[config.mk]
export PLATFORM = sky130hd
export DESIGN_NAME = softmax_norm_ctrl
export DESIGN_NICKNAME = d
export VERILOG_FILES = /design/src/rtl/softmax_norm_ctrl.sv
export SDC_FILE = /design/constraint.sdc
export NUM_CORES = 1
export LEC_CHECK = 0
export ABC_AREA = 1
export ABC_CLOCK_PERIOD_IN_PS = 4800
export CORE_ASPECT_RATIO = 0.75
export CORE_UTILIZATION = 48
export CTS_CLUSTER_DIAMETER = 100
export DETAILED_ROUTE_END_ITERATION = 10
export PLACE_DENSITY = 0.69
export SLEW_MARGIN = 15
export SYNTH_ARGS = -nofsm -noshare
export SYNTH_HDL_FRONTEND = slang
export SYNTH_SLANG_ARGS = --single-unit
[constraint.sdc]
create_clock -name I_CLK -period 4.8 [get_ports I_CLK]
set_input_delay 0.96 -clock I_CLK [delete_from_list [all_inputs] [get_ports I_CLK]]
set_output_delay 0.96 -clock I_CLK [all_outputs]
set_load 0.05 [all_outputs]
[src/rtl/softmax_norm_ctrl.sv]
// Softmax row normalizer: buffers and sums one row of exp values, then drives an
// external divider element by element and streams the quotients out in input order.
module softmax_norm_ctrl #(
    parameter int D_W     = 16,
    parameter int ROW_LEN = 8,
    parameter int SUM_W   = D_W + $clog2(ROW_LEN)
) (
    input  logic           I_CLK,
    input  logic           I_RST,
    input  logic           I_EXP_VLD,
    input  logic [D_W-1:0] I_EXP_DATA,
    output logic           O_EXP_RDY,
    output logic           O_DIV_START,
    output logic [D_W-1:0] O_DIVIDEND,
    output logic [D_W-1:0] O_DIVISOR,
    input  logic           I_DIV_VLD,
    input  logic [D_W-1:0] I_QUOTIENT,
    output logic           O_PROB_VLD,
    output logic [D_W-1:0] O_PROB_DATA,
    output logic           O_PROB_LAST,
    output logic           O_BUSY
);
    localparam int               IDX_W      = $clog2(ROW_LEN);
    localparam logic [IDX_W-1:0] LAST_IDX   = IDX_W'(ROW_LEN - 1);
    localparam logic [IDX_W-1:0] PENULT_IDX = IDX_W'(ROW_LEN - 2);
    localparam logic [SUM_W-1:0] SAT_MAX    = SUM_W'({1'b0, {(D_W-1){1'b1}}});

    typedef enum logic [2:0] {
        S_LOAD,
        S_REQ,
        S_WAIT,
        S_GAP,
        S_ZERO
    } state_t;

    state_t           state_q, state_d;
    logic [IDX_W-1:0] idx_q, idx_d;
    logic [SUM_W-1:0] sum_q, sum_d, sum_acc;
    logic [D_W-1:0]   divisor_q, divisor_d;
    logic [D_W-1:0]   exp_buf_q [ROW_LEN];
    logic [D_W-1:0]   exp_buf_d [ROW_LEN];
    logic             div_start_q, div_start_d;
    logic             prob_vld_q, prob_vld_d;
    logic             prob_last_q, prob_last_d;
    logic [D_W-1:0]   prob_data_q, prob_data_d;

    always_comb begin
        state_d     = state_q;
        idx_d       = idx_q;
        sum_d       = sum_q;
        divisor_d   = divisor_q;
        exp_buf_d   = exp_buf_q;
        div_start_d = div_start_q;
        prob_vld_d  = 1'b0;
        prob_last_d = 1'b0;
        prob_data_d = '0;
        sum_acc     = sum_q + SUM_W'(I_EXP_DATA);

        case (state_q)
            S_LOAD: begin
                if (I_EXP_VLD) begin
                    exp_buf_d[idx_q] = I_EXP_DATA;
                    if (idx_q == LAST_IDX) begin
                        idx_d     = '0;
                        sum_d     = '0;
                        divisor_d = (sum_acc > SAT_MAX) ? D_W'(SAT_MAX) : D_W'(sum_acc);
                        // A zero row cannot be divided; its first zero pulse is issued now.
                        if (sum_acc == '0) begin
                            state_d    = S_ZERO;
                            prob_vld_d = 1'b1;
                        end else begin
                            state_d     = S_REQ;
                            div_start_d = 1'b1;
                        end
                    end else begin
                        sum_d = sum_acc;
                        idx_d = idx_q + IDX_W'(1);
                    end
                end
            end
            S_REQ: state_d = S_WAIT;
            S_WAIT: begin
                if (I_DIV_VLD) begin
                    state_d     = S_GAP;
                    div_start_d = 1'b0;
                    prob_vld_d  = 1'b1;
                    prob_data_d = I_QUOTIENT;
                    prob_last_d = (idx_q == LAST_IDX);
                end
            end
            S_GAP: begin
                if (idx_q == LAST_IDX) begin
                    state_d = S_LOAD;
                    idx_d   = '0;
                end else begin
                    state_d     = S_REQ;
                    idx_d       = idx_q + IDX_W'(1);
                    div_start_d = 1'b1;
                end
            end
            S_ZERO: begin
                if (idx_q == LAST_IDX) begin
                    state_d = S_LOAD;
                    idx_d   = '0;
                end else begin
                    prob_vld_d  = 1'b1;
                    prob_last_d = (idx_q == PENULT_IDX);
                    idx_d       = idx_q + IDX_W'(1);
                end
            end
            default: state_d = S_LOAD;
        endcase
    end

    always_ff @(posedge I_CLK) begin
        if (I_RST) begin
            state_q     <= S_LOAD;
            idx_q       <= '0;
            sum_q       <= '0;
            divisor_q   <= '0;
            div_start_q <= 1'b0;
            prob_vld_q  <= 1'b0;
            prob_last_q <= 1'b0;
            prob_data_q <= '0;
        end else begin
            state_q     <= state_d;
            idx_q       <= idx_d;
            sum_q       <= sum_d;
            divisor_q   <= divisor_d;
            div_start_q <= div_start_d;
            prob_vld_q  <= prob_vld_d;
            prob_last_q <= prob_last_d;
            prob_data_q <= prob_data_d;
        end
    end

    // Row buffer contents are don't-care after reset, so it carries no reset.
    always_ff @(posedge I_CLK) begin
        exp_buf_q <= exp_buf_d;
    end

    assign O_EXP_RDY   = (state_q == S_LOAD);
    assign O_DIV_START = div_start_q;
    assign O_DIVIDEND  = div_start_q ? exp_buf_q[idx_q] : '0;
    assign O_DIVISOR   = div_start_q ? divisor_q : '0;
    assign O_PROB_VLD  = prob_vld_q;
    assign O_PROB_DATA = prob_data_q;
    assign O_PROB_LAST = prob_last_q;
    assign O_BUSY      = !((state_q == S_LOAD) && (idx_q == '0));
endmodule

-- Yosys cells after proc, flatten, opt, wreduce, memory -nomap -nowiden
Index checks and enable logic that the tools add are counted.
- add/subtract/negate cells: 2
- $lt $le $gt $ge: 3
- equality and inequality tests: 12
- mux-type cells: 35
- bitwise logic cells: 3
- reduce and logical (&&, ||, !) cells: 15
- operators by type and width (cell ; number):
    bitwise mux 128 bit ; 1
    2-to-1 mux 16 bit ; 6
    binary-select mux 16 bit (select 3 bit) ; 1
    demux 16 bit (select 3 bit) ; 1
    2-to-1 mux 3 bit ; 7
    adder 19 x 16 -> 19 bit ; 1
    greater-than comparator 19 x 15 -> 1 bit, second input constant ; 1
    logical NOT 19 bit ; 1
    2-to-1 mux 19 bit ; 1
    case mux 3 bit (5 select lines) ; 1
    2-to-1 mux 1 bit ; 13
    != test 2 bit, second input constant ; 5
    equality test 3 bit, second input constant ; 3
    equality test 3 x 2 -> 1 bit, second input constant ; 2
    logical NOT 3 bit ; 2
    case mux 1 bit (3 select lines) ; 2
    case mux 3 bit (2 select lines) ; 1
    AND reduction 6 bit ; 1
    >= comparator 4 bit, second input constant ; 1
    less-than comparator 4 x 1 -> 1 bit, second input constant ; 1
    NOT 3 -> 4 bit ; 1
    AND reduction 2 bit ; 2
    AND reduction 4 bit ; 1
    adder 3 x 1 -> 3 bit, second input constant ; 1
    11 further kinds ; 13
- register bits: 188
- bits of input ports: 36
- word-level logic and storage cells: 86

-- Longest topological paths before layout
- word-level depth: 6
- depth in mapped cells: 18

-- Worst setup path after synthesis
Ideal clock, no wire load.
- path type: reg2out
- start: register div_start_q (netlist: O_DIV_START)
- end: output port O_DIVIDEND[0]
- data arrival time: 2168 ps
- data required time: 3840 ps
- slack: 1672 ps
- cell stages (with the launch flop): 5
- path buffers: 2
- cells stage by stage: dfxtp_1 -> clkbuf_1 -> clkinv_1 -> clkbuf_1 -> a31oi_1
- cells in the longest elaborated chain, start to end: 1
- ends and longest elaborated chain (element ; line ; source):
    start: declaration ; 42 ; logic div_start_q, div_start_d;
    start signal: assignment ; 130 ; div_start_q <= div_start_d;
    2-to-1 mux 16 bit ; 144 ; assign O_DIVIDEND = div_start_q ? exp_buf_q[idx_q] : '0;
    end: declaration ; 14 ; output logic [D_W-1:0] O_DIVIDEND,
No other way between the ends.

-- Worst setup path after layout
- start: register idx_q[1]
- end: output port O_DIVIDEND[1]
- cells in the longest elaborated chain, start to end: 5
- ends and longest elaborated chain (element ; line ; source):
    start: declaration ; 37 ; logic [IDX_W-1:0] idx_q, idx_d;
    start signal: assignment ; 127 ; idx_q <= idx_d;
    NOT 3 -> 4 bit (not written as such) ; 144 ;
    binary-select mux 16 bit (select 3 bit) ; 144 ;
    2-to-1 mux 16 bit (not written as such) (2 in a row) ; 144 ;
    2-to-1 mux 16 bit ; 144 ;
No other way between the ends. The select of a mux whose other input is x is not followed.

==> flow_metrics.py <==
metrics = {
    "sta": {
        "fin_crit_ns": 3.807,
        "slew_viol_final": 0,
        "clock-skew-final_ns": 0.007660,
        "tns_ns": 0,
        "hold_viol_final": 0,
        "worstMarginPinSlew_ns": 0.9472,
        "fmax_mhz": 262.6,
        "slew_headroom_pct": 36.78,
        "fin_crit_sh_pct": 79.32,
        "rsz0062_at_grt": "no",
        "setup_viol": 0,
    },
    "floorplan": {
        "core_area_sq_um": 16980,
        "ios": 89,
        "start_util_pct": 49.64,
        "die_w_um": 155.0,
        "dieArea_sq_um": 18100,
        "dieHeight_um": 116.8,
        "row_count": 41,
    },
    "logic_synthesis": {
        "synth_top_cell_area_share_pct": 45.60,
        "synth_area_leaders": "edfxtp_1 46%, dfxtp_1 14%, nand2_1 8.1%, nor2_1 5.3%, inv_1 3.9%",
        "yosysTopAreaCell": "edfxtp_1",
        "synth_area_per_cell_sq_um": 9.745,
        "synth.distinct_cells": 44,
        "ys_ff_latch": 188,
        "yosysWarnings": 0,
        "syn_area_sq_um": 8429,
        "ys_seq_area_share_pct": 59.85,
        "synthCells": 865,
        "syn_nets": 922,
    },
    "worst_setup_path": {
        "slowest_delay_ns": 0.67,
        "path_cells": "inv_1 > nor2_1 > clkinv_1 > nor2_1 > o21ai_0 > a31oi_1 > buf_12",
        "cp.arrival_ns": 2.85,
        "cp_data_required_time_ns": 3.84,
        "crit_type": "flop to output port",
        "critPathSlowestCell": "clkinv_1",
        "crit_fanout": 17,
        "cpMostUsedCell": "nor2_1",
        "critPathTopFamily": "buffers and inverters",
        "crit_path_start_kind": "flop",
        "crit_buf_inv": 3,
        "critPathCaptureType": "output port",
    },
    "clocking": {
        "htree_levels": 4,
        "cts_setup_buffers": 0,
        "hold_buffers": 0,
        "clk_pin_slew_ns": 0.07,
        "numCtsBuffers": 17,
        "tritoncts": "done",
        "numClockSinks": 188,
        "cts_max_path_buffers": 2,
        "clockRootBuffer": "clkbuf_16",
        "clock_latency_ns": 0.43,
        "cts_resized": 0,
    },
    "placed_design": {
        "gp_routability_congestion": 0.9271,
        "dpl.cell_count": 1177,
        "hpwl_um": 13640,
        "portBuffers": 88,
    },
    "global_routing": {
        "grtUsageTotal_pct": 23.48,
        "grt_pass1_wl_um": 31550,
        "grt_pass1_vias": 5829,
        "grt_max_degree": 42,
        "antenna_found_initial": 0,
        "grt_remaining_overflow": 0,
    },
    "layout": {
        "final_cell_mix": "181 x nand2_1, 128 x edfxtp_1, 118 x nor2_1",
        "syn_to_final_growth_pct": 22.93,
        "final_common_cell": "nand2_1",
        "final_nets": 1017,
        "layout.cells.non_filler": 1209,
        "diodes": 0,
        "layout-drive-gt1-share_pct": 12.13,
    },
    "routing": {
        "drt_pass1_iterations": 5,
        "wl_per_cell_um": 16.69,
        "ant_nets": 0,
        "dr_total_vias": 6412,
        "drc": 0,
        "finalWirelength_um": 20180,
        "drtIter0Drc": 529,
        "drt-vias-per-instance": 5.304,
    },
    "power": {
        "vdd_drop_max_uv": 344.1,
        "leakagePower_uw": 0.004088,
        "power.density_nw_per_um2": 539.6,
        "p_total_uw": 5592,
    },
    "run_status": {
        "outcome": "completed",
    },
    "hold_path": {
        "hold_path.class": "flop to flop",
    },
    "flow_run": {
        "maxCapViolCount": 0,
    },
}
## per-layer routing
metal | wire, um | vias up | GRT usage (%)
li1 | - | 3125 | -
met1 | 9559 | 3015 | 33.76
met2 | 8616 | 252 | 35.44
met3 | 1765 | 20 | 5.380
met4 | 239 | 0 | 7.195
met5 | 0 | - | 0
## cell families after synthesis
family,after synthesis,share of synthesized area (%)
and+or+nand+nor,376,19.39
buffers and inverters,125,5.908
DFF,188,59.85
AOI/OAI and AO/OA,151,11.24
xor gates and xnor gates,4,0.4157
adders and majority gates,21,3.206
## final timing paths
| path | to | slack, ns | cells past startpoint | startpoint |
|---|---|---|---|---|
| max | O_DIVIDEND[1] | 0.99 | 7 | idx_q[1] |
| min | divisor_q[15] | 0.47 | 2 | divisor_q[15] |
| max reg2reg | exp_buf_q[84] | 1.95 | 5 | idx_q[1] |
| min reg2reg | divisor_q[15] | 0.47 | 2 | divisor_q[15] |
## cell type report
type | count | area, sq um
inverters | 94 | 352.8
fillers | 1418 | 6618
repair buffers | 107 | 1184
well taps | 236 | 295.3
flip-flops and latches | 188 | 5045
clock buffers | 22 | 444.2
clock inverters | 10 | 112.6
multi-input cells | 552 | 2929
## metrics by stage
step / setup slack (ns) / instance area (sq um) / util, % / hold slack [ns]
final: 0.9926 / 10360 / 61.03 / 0.4711
after floorplan: 1.672 / 8429 / - / 0.4360
after global placement: 0.8961 / 9806 / 57.75 / 0.4450
after global routing: 0.7048 / 10360 / 61.03 / 0.4885
after detailed placement: 0.8547 / 9806 / 57.75 / 0.4575
after CTS: 0.9948 / 10360 / 61.03 / 0.4691
## cells in the mapped netlist, drive strengths merged
cell and number:
nand4 5, a41oi 6, o21bai 1, o21ai 59, ha 20, inv 91
a31oi 17, nor2 125, or2 1, nor3 14, a211oi 5, xnor2 3
dfxtp 60, a221oi 13, clkinv 3, nand3b 4, clkbuf 23, edfxtp 128
a32oi 1, o22ai 2, fa 1, nand2 194, buf 8, nand3 32
a21oi 47, nor4 1, xor2 1
## state kept, by name (all words and copies together) (netlist names)
register,count
O_DIV_START,1
O_PROB_DATA,16
O_PROB_LAST,1
O_PROB_VLD,1
divisor_q,16
exp_buf_q,128
idx_q,3
state_q,3
sum_q,19
## worst reg2reg max path, stage by stage (launching register included)
cell and delay (ns):
dfxtp_1 0.42, inv_1 0.11, nor2_1 0.22, clkinv_1 0.67, nor3_2 0.77, buf_4 0.35
## where the power goes
part	switching [uW]	total, uW	internal, uW	leakage, uW
combinational	1510	2160	653	0.00217
sequential	102	2090	1980	0.00165
clock	579	1350	768	0.000272
total	2190	5590	3410	0.00409
Note: power is estimated with default switching activity, not from simulation.
